[src/rtl/id_pkg.sv]
// Shared decode definitions for the instruction-decode stage: opcodes,
// immediate formats, per-opcode operand usage and default widths.
package id_pkg;

    localparam int unsigned XLEN_DEFAULT = 32;
    localparam int unsigned NREG_DEFAULT = 32;
    localparam int unsigned INSTR_W      = 32;

    typedef enum logic [6:0] {
        OPC_OP     = 7'b0110011,
        OPC_OP_IMM = 7'b0010011,
        OPC_LOAD   = 7'b0000011,
        OPC_STORE  = 7'b0100011,
        OPC_BRANCH = 7'b1100011,
        OPC_JAL    = 7'b1101111,
        OPC_JALR   = 7'b1100111,
        OPC_LUI    = 7'b0110111,
        OPC_AUIPC  = 7'b0010111
    } opcode_e;

    typedef enum logic [2:0] {
        FMT_R,
        FMT_I,
        FMT_S,
        FMT_B,
        FMT_U,
        FMT_J,
        FMT_NONE
    } fmt_e;

    // Register usage and legality of one opcode.
    typedef struct packed {
        logic uses_rs1;
        logic uses_rs2;
        logic writes_rd;
        logic illegal;
    } op_class_t;

    // Immediate format selected by the opcode; unknown opcodes carry no immediate.
    function automatic fmt_e opcode_fmt(input logic [6:0] opc);
        fmt_e fmt;
        fmt = FMT_NONE;
        case (opc)
            OPC_OP:                         fmt = FMT_R;
            OPC_OP_IMM, OPC_LOAD, OPC_JALR: fmt = FMT_I;
            OPC_STORE:                      fmt = FMT_S;
            OPC_BRANCH:                     fmt = FMT_B;
            OPC_LUI, OPC_AUIPC:             fmt = FMT_U;
            OPC_JAL:                        fmt = FMT_J;
            default:                        fmt = FMT_NONE;
        endcase
        return fmt;
    endfunction

    // Which architectural registers the opcode reads and writes.
    function automatic op_class_t opcode_class(input logic [6:0] opc);
        op_class_t c;
        c = '0;
        case (opc)
            OPC_OP: begin
                c.uses_rs1  = 1'b1;
                c.uses_rs2  = 1'b1;
                c.writes_rd = 1'b1;
            end
            OPC_OP_IMM, OPC_LOAD, OPC_JALR: begin
                c.uses_rs1  = 1'b1;
                c.writes_rd = 1'b1;
            end
            OPC_STORE, OPC_BRANCH: begin
                c.uses_rs1 = 1'b1;
                c.uses_rs2 = 1'b1;
            end
            OPC_JAL, OPC_LUI, OPC_AUIPC: begin
                c.writes_rd = 1'b1;
            end
            default: begin
                c.illegal = 1'b1;
            end
        endcase
        return c;
    endfunction

endpackage

[src/rtl/imm_gen.sv]
// Immediate generator: extracts the I/S/B/U/J immediate of an RV32I word and
// sign-extends it to XLen. R-type and illegal encodings give zero.
//   instr  : instruction word
//   imm_c  : sign-extended immediate (combinational)
module imm_gen
    import id_pkg::*;
#(
    parameter int unsigned XLen = XLEN_DEFAULT
) (
    input  logic [INSTR_W-1:0] instr,
    output logic [XLen-1:0]    imm_c
);

    fmt_e         fmt;
    logic [31:0]  imm32;

    assign fmt = opcode_fmt(instr[6:0]);

    // Bit scatter per format, built as a 32-bit value then widened.
    always_comb begin
        imm32 = '0;
        case (fmt)
            FMT_I: imm32 = {{20{instr[31]}}, instr[31:20]};
            FMT_S: imm32 = {{20{instr[31]}}, instr[31:25], instr[11:7]};
            FMT_B: imm32 = {{19{instr[31]}}, instr[31], instr[7],
                            instr[30:25], instr[11:8], 1'b0};
            FMT_U: imm32 = {instr[31:12], 12'b0};
            FMT_J: imm32 = {{11{instr[31]}}, instr[31], instr[19:12],
                            instr[20], instr[30:21], 1'b0};
            default: imm32 = '0;
        endcase
    end

    assign imm_c = XLen'($signed(imm32));

endmodule

[src/rtl/id_stage.sv]
// RV32I decode stage: decodes the fetched instruction, reads operands from
// the register file with writeback bypass, tracks in-flight destination
// registers in a scoreboard to stall on RAW hazards, and holds the decoded
// instruction in the ID/EX register under a valid/ready handshake.
//   clk_i, rst_ni                     : clock, async active-low reset
//   instr_valid_i/instr_ready_o       : fetch handshake, instr_i / pc_i payload
//   flush_i                           : squash the instruction held in ID/EX
//   rf_a1_o, rf_a2_o, rf_rd1_i/2_i    : register file read port
//   wb_we_i, wb_rd_i, wb_wd_i         : writeback port (bypass + scoreboard clear)
//   ex_valid_o/ex_ready_i             : execute handshake
//   ex_*                              : registered decoded instruction
module id_stage
    import id_pkg::*;
#(
    parameter  int unsigned XLen      = XLEN_DEFAULT,
    parameter  int unsigned NReg      = NREG_DEFAULT,
    localparam int unsigned NRegWidth = $clog2(NReg)
) (
    input  logic                 clk_i,
    input  logic                 rst_ni,
    input  logic                 instr_valid_i,
    output logic                 instr_ready_o,
    input  logic [INSTR_W-1:0]   instr_i,
    input  logic [XLen-1:0]      pc_i,
    input  logic                 flush_i,
    output logic [NRegWidth-1:0] rf_a1_o,
    output logic [NRegWidth-1:0] rf_a2_o,
    input  logic [XLen-1:0]      rf_rd1_i,
    input  logic [XLen-1:0]      rf_rd2_i,
    input  logic                 wb_we_i,
    input  logic [NRegWidth-1:0] wb_rd_i,
    input  logic [XLen-1:0]      wb_wd_i,
    output logic                 ex_valid_o,
    input  logic                 ex_ready_i,
    output logic [XLen-1:0]      ex_pc_o,
    output logic [XLen-1:0]      ex_op_a_o,
    output logic [XLen-1:0]      ex_op_b_o,
    output logic [XLen-1:0]      ex_imm_o,
    output logic [NRegWidth-1:0] ex_rd_o,
    output logic                 ex_rd_we_o,
    output logic [6:0]           ex_opcode_o,
    output logic [2:0]           ex_funct3_o,
    output logic [6:0]           ex_funct7_o,
    output logic                 ex_illegal_o
);

    logic [6:0]           opcode;
    logic [NRegWidth-1:0] rs1;
    logic [NRegWidth-1:0] rs2;
    logic [NRegWidth-1:0] rd;
    op_class_t            cls;
    logic                 rd_we;
    logic [XLen-1:0]      imm;

    logic                 wb_hit1;
    logic                 wb_hit2;
    logic                 hazard;
    logic                 accept;
    logic [XLen-1:0]      op_a;
    logic [XLen-1:0]      op_b;

    logic [NReg-1:0]      pending;
    logic [NReg-1:0]      pending_nxt;

    // Field extraction and classification.
    assign opcode = instr_i[6:0];
    assign rs1    = NRegWidth'(instr_i[19:15]);
    assign rs2    = NRegWidth'(instr_i[24:20]);
    assign rd     = NRegWidth'(instr_i[11:7]);
    assign cls    = opcode_class(opcode);
    assign rd_we  = cls.writes_rd && (rd != '0);

    assign rf_a1_o = rs1;
    assign rf_a2_o = rs2;

    imm_gen #(
        .XLen (XLen)
    ) u_imm_gen (
        .instr (instr_i),
        .imm_c (imm)
    );

    // A writeback landing this cycle resolves the hazard and supplies the operand.
    assign wb_hit1 = wb_we_i && (wb_rd_i == rs1);
    assign wb_hit2 = wb_we_i && (wb_rd_i == rs2);

    assign hazard = (cls.uses_rs1 && pending[rs1] && !wb_hit1)
                 || (cls.uses_rs2 && pending[rs2] && !wb_hit2);

    assign instr_ready_o = (!ex_valid_o || ex_ready_i) && !hazard && !flush_i;
    assign accept        = instr_valid_i && instr_ready_o;

    // Operand select: x0 reads as zero regardless of register file contents.
    assign op_a = (rs1 == '0) ? '0 : (wb_hit1 ? wb_wd_i : rf_rd1_i);
    assign op_b = (rs2 == '0) ? '0 : (wb_hit2 ? wb_wd_i : rf_rd2_i);

    // Scoreboard update; ordering makes a new reservation win over a same-cycle clear.
    always_comb begin
        pending_nxt = pending;
        if (flush_i && ex_valid_o && ex_rd_we_o) begin
            pending_nxt[ex_rd_o] = 1'b0;
        end
        if (wb_we_i) begin
            pending_nxt[wb_rd_i] = 1'b0;
        end
        if (accept && rd_we) begin
            pending_nxt[rd] = 1'b1;
        end
        pending_nxt[0] = 1'b0;
    end

    always_ff @(posedge clk_i or negedge rst_ni) begin
        if (!rst_ni) begin
            pending <= '0;
        end else begin
            pending <= pending_nxt;
        end
    end

    // ID/EX register: payload only changes on accept, so it holds under backpressure.
    always_ff @(posedge clk_i or negedge rst_ni) begin
        if (!rst_ni) begin
            ex_valid_o   <= 1'b0;
            ex_pc_o      <= '0;
            ex_op_a_o    <= '0;
            ex_op_b_o    <= '0;
            ex_imm_o     <= '0;
            ex_rd_o      <= '0;
            ex_rd_we_o   <= 1'b0;
            ex_opcode_o  <= '0;
            ex_funct3_o  <= '0;
            ex_funct7_o  <= '0;
            ex_illegal_o <= 1'b0;
        end else if (accept) begin
            ex_valid_o   <= 1'b1;
            ex_pc_o      <= pc_i;
            ex_op_a_o    <= op_a;
            ex_op_b_o    <= op_b;
            ex_imm_o     <= imm;
            ex_rd_o      <= rd;
            ex_rd_we_o   <= rd_we;
            ex_opcode_o  <= opcode;
            ex_funct3_o  <= instr_i[14:12];
            ex_funct7_o  <= instr_i[31:25];
            ex_illegal_o <= cls.illegal;
        end else if (flush_i || ex_ready_i) begin
            ex_valid_o   <= 1'b0;
        end
    end

endmodule

[config.mk]
export PLATFORM = sky130hd
export DESIGN_NAME = id_stage
export DESIGN_NICKNAME = d
export VERILOG_FILES = /design/src/rtl/id_pkg.sv /design/src/rtl/imm_gen.sv /design/src/rtl/id_stage.sv
export SDC_FILE = /design/constraint.sdc
export NUM_CORES = 1
export LEC_CHECK = 0
export CAP_MARGIN = 15
export CORE_UTILIZATION = 44
export CTS_CLUSTER_SIZE = 28
export DETAILED_ROUTE_END_ITERATION = 7
export GPL_TIMING_DRIVEN = 0
export PLACE_DENSITY = 0.86
export REMOVE_ABC_BUFFERS = 1
export SLEW_MARGIN = 20
export SYNTH_ARGS = -nofsm -noshare
export SYNTH_HDL_FRONTEND = slang
export SYNTH_SLANG_ARGS = --single-unit
[constraint.sdc]
create_clock -name clk_i -period 4 [get_ports clk_i]
set_clock_uncertainty 0.1 [all_clocks]
set_input_delay 0.8 -clock clk_i [delete_from_list [all_inputs] [get_ports clk_i]]
set_output_delay 0.8 -clock clk_i [all_outputs]
set_load 0.01 [all_outputs]
==> results.py <==
metrics = {
    "power_and_ir_drop": {
        "cellPowerDensity_nw_per_um2": 387,
        "ir_drop_uv": 282,
        "power_mw": 5.42,
        "p_leak_nw": 5.61,
    },
    "detailed_routing": {
        "wl_per_cell_um": 21.2,
        "vias": 8239,
        "drc": 0,
        "drtPass1Iterations": 6,
        "wl_um": 30400,
        "ant_nets": 0,
        "viasPerCell": 5.76,
        "drt_iter0_markers": 663,
    },
    "logic_synthesis": {
        "synth_top_area_cell": "dfrtp_1",
        "yosys_warnings": 0,
        "ys.flop_type": "dfrtp_1",
        "yosys.area.top_type_share": 0.472,
        "ys_seq_area_frac": 0.472,
        "synthArstFlopShare": 1.00,
        "syn-cell-area_um2": 9750,
        "synth.most_common_cell": "dfrtp_1",
        "netlist_top_cells_area": "dfrtp_1, mux2_2, mux2i_1, mux2_1, nor2_1",
        "netlist_instances": 841,
        "synth_cell_types": 57,
        "synth_edf_count": 0,
        "avgSynthCellArea_um2": 11.6,
        "synthTopCellsByCount": "dfrtp_1, mux2_2, nor2_1",
        "ys_ff_latch": 184,
    },
    "clocking": {
        "htree_levels": 4,
        "root_buffer": "clkbuf_16",
        "cts_tree": "yes",
        "cts.sinks": 184,
        "cts_buffer_depth": 2,
        "cts.clk_slew.worst_paths_ns": 0.08,
        "cts_buffers": 17,
        "clock_latency_ns": 0.43,
    },
    "setup_path": {
        "r2r-start": "pending[15]$_DFF_PN0_",
        "r2r-end": "ex_op_b_o[10]$_DFFE_PN0P_",
        "r2r_cells": 8,
        "critPathLaunchType": "primary input",
        "crit_chain": "buf_2 -> mux4_2 -> mux2_2 -> a221o_1 -> a41oi_2 -> buf_4 -> and3_4 -> buf_16 -> mux2_2",
        "worstPathRequired_ns": 4.22,
        "slowest_stage": "and3_4",
        "critPathTopFamily": "multiplexers",
        "worstSetupPathType": "primary input to register",
        "r2r_slack_ns": 0.48,
        "cp_max_fo": 54,
        "crit_top_cell": "mux2_2",
        "max_stage_delay_ns": 0.59,
        "crit_buf_inv": 3,
        "cp.arrival_ns": 3.94,
        "end_kind": "register",
    },
    "timing": {
        "setup_viol": 0,
        "relSlewSlack": 0.282,
        "slew_viol_final": 0,
        "rsz0062_at_grt": "false",
        "fmax_ghz": 0.269,
        "max_slew.worst_pin.slew_ns": 1.07,
        "hold_viol_final": 0,
        "layout_min_cycle_time_ns": 3.72,
        "setup_slack_ns": 0.279,
        "period_share": 0.930,
    },
    "placed_design": {
        "place_hpwl_um": 21700,
        "place_ws_ns": -1.12,
        "placed_cells_incl_taps": 1392,
        "port_buffers": 334,
        "gp_congestion": 0.940,
    },
    "flow_run": {
        "drv_cap": 0,
    },
    "die": {
        "ios": 335,
        "rows": 54,
        "die_h_um": 151,
        "start_util": 0.448,
        "die_width_um": 151,
        "core_um2": 21800,
        "dieArea_um2": 22800,
    },
    "worst_hold_path": {
        "hold_class": "primary input to async pin",
    },
    "cells_and_area": {
        "final_cells": 1431,
        "fin_util": 0.643,
        "fin_nets": 1309,
        "drive_gt1_frac": 0.163,
        "syn2layout_area_growth_pct": 43.5,
    },
    "run_status": {
        "status": "finished, final reports clean",
    },
    "grt": {
        "grt_pass1_wl_um": 45400,
        "antenna_found_initial": 0,
        "grt_max_degree": 68,
        "grt.total_usage": 0.263,
        "gr-total-overflow": 0,
        "grt_pass1_vias": 8327,
    },
}
==> worst max-delay path by stage <==
stage / start / endpoint / slack, ns / cells after the start
after floorplan: wb_rd_i[0] / ex_illegal_o$_DFFE_PN0P_ / -2.75 / 7
after global placement: instr_i[15] / ex_op_b_o[0]$_DFFE_PN0P_ / -6.33 / 8
after detailed placement: instr_i[15] / pending[9]$_DFF_PN0_ / -1.12 / 8
after CTS: instr_i[6] / ex_imm_o[11]$_DFFE_PN0P_ / -0.009 / 11
after global routing: instr_i[6] / ex_imm_o[11]$_DFFE_PN0P_ / 0.14 / 11
final: instr_i[15] / ex_op_b_o[10]$_DFFE_PN0P_ / 0.28 / 9
==> routing by layer <==
layer  global-route usage  routed length (µm)  vias to the layer above
met4                0.111                 828                        0
met5                    0                   0                        -
met3               0.0789                3020                       66
li1                     -                   -                     3679
met2                0.437               14900                      473
met1                0.317               11600                     4021
==> layout by cell type (no fill, tap or decap), types with 5 or more instances in the layout <==
master / n
clkdlybuf4s50_1: 321
dfrtp_1: 184
mux2_2: 102
nor2_1: 80
mux2i_1: 73
mux2_1: 51
nand2_1: 40
a21oi_1: 27
o221ai_1: 23
o31ai_1: 23
inv_1: 18
clkbuf_16: 17
nand3b_1: 13
mux4_2: 12
nand3_1: 9
o21ai_0: 9
nand2b_1: 8
xor2_1: 8
or3b_2: 7
a21o_1: 7
clkinv_8: 7
buf_4: 7
or3_1: 6
o41ai_1: 6
o211ai_1: 5
dlygate4sd2_1: 5
buf_16: 5
==> per-stage QoR <==
step                      area [µm²]  setup TNS [ns]  hold slack, ns
after floorplan                 9350         -363.72           0.393
after global placement         13000        -2011.21           0.367
after detailed placement       13300         -138.98           0.374
after CTS                      13900        -0.00916           0.201
after global routing           14000               0           0.206
final                          14000               0           0.182
==> flip-flops by register name, indices dropped and copies added, names as in the netlist, 3 cells and up <==
name,cells
ex_op_b_o,32
ex_opcode_o,7
pending,31
ex_funct3_o,3
ex_rd_o,5
ex_imm_o,32
ex_pc_o,32
ex_op_a_o,32
ex_funct7_o,7
==> final cells by class <==
| type | instances | area, µm² |
|---|---|---|
| Clock buffer | 17 | 425 |
| Multi-Input combinational cell | 566 | 4720 |
| Fill cell | 1624 | 7770 |
| Tap cell | 280 | 350 |
| Timing Repair Buffer | 349 | 3580 |
| Clock inverter | 15 | 231 |
| Sequential cell | 184 | 4600 |
| Inverter | 19 | 71.3 |
| Antenna cell | 1 | 2.50 |
==> power by group <==
part	total [mW]	switching [mW]	internal, mW
clock	1.82	0.851	0.973
combinational	1.35	0.555	0.798
sequential	2.24	0.142	2.10
==> what timing repair did <==
item	CTS	global route
resized for setup	39	4
endpoints found under the setup margin	158	3
hold buffers	0	0
cloned	0	0
buffers inserted	3	2
pin swaps	4	1
==> cells by family after synthesis <==
kind of cell	after synthesis	synth area share
simple gates	191	0.0947
flops	184	0.472
compound gates	125	0.0937
fa+ha+maj	1	0.00128
buf+inv	91	0.0485
xor+xnor	11	0.00989
mux	238	0.279
Note: power is estimated with default switching activity, not from simulation.
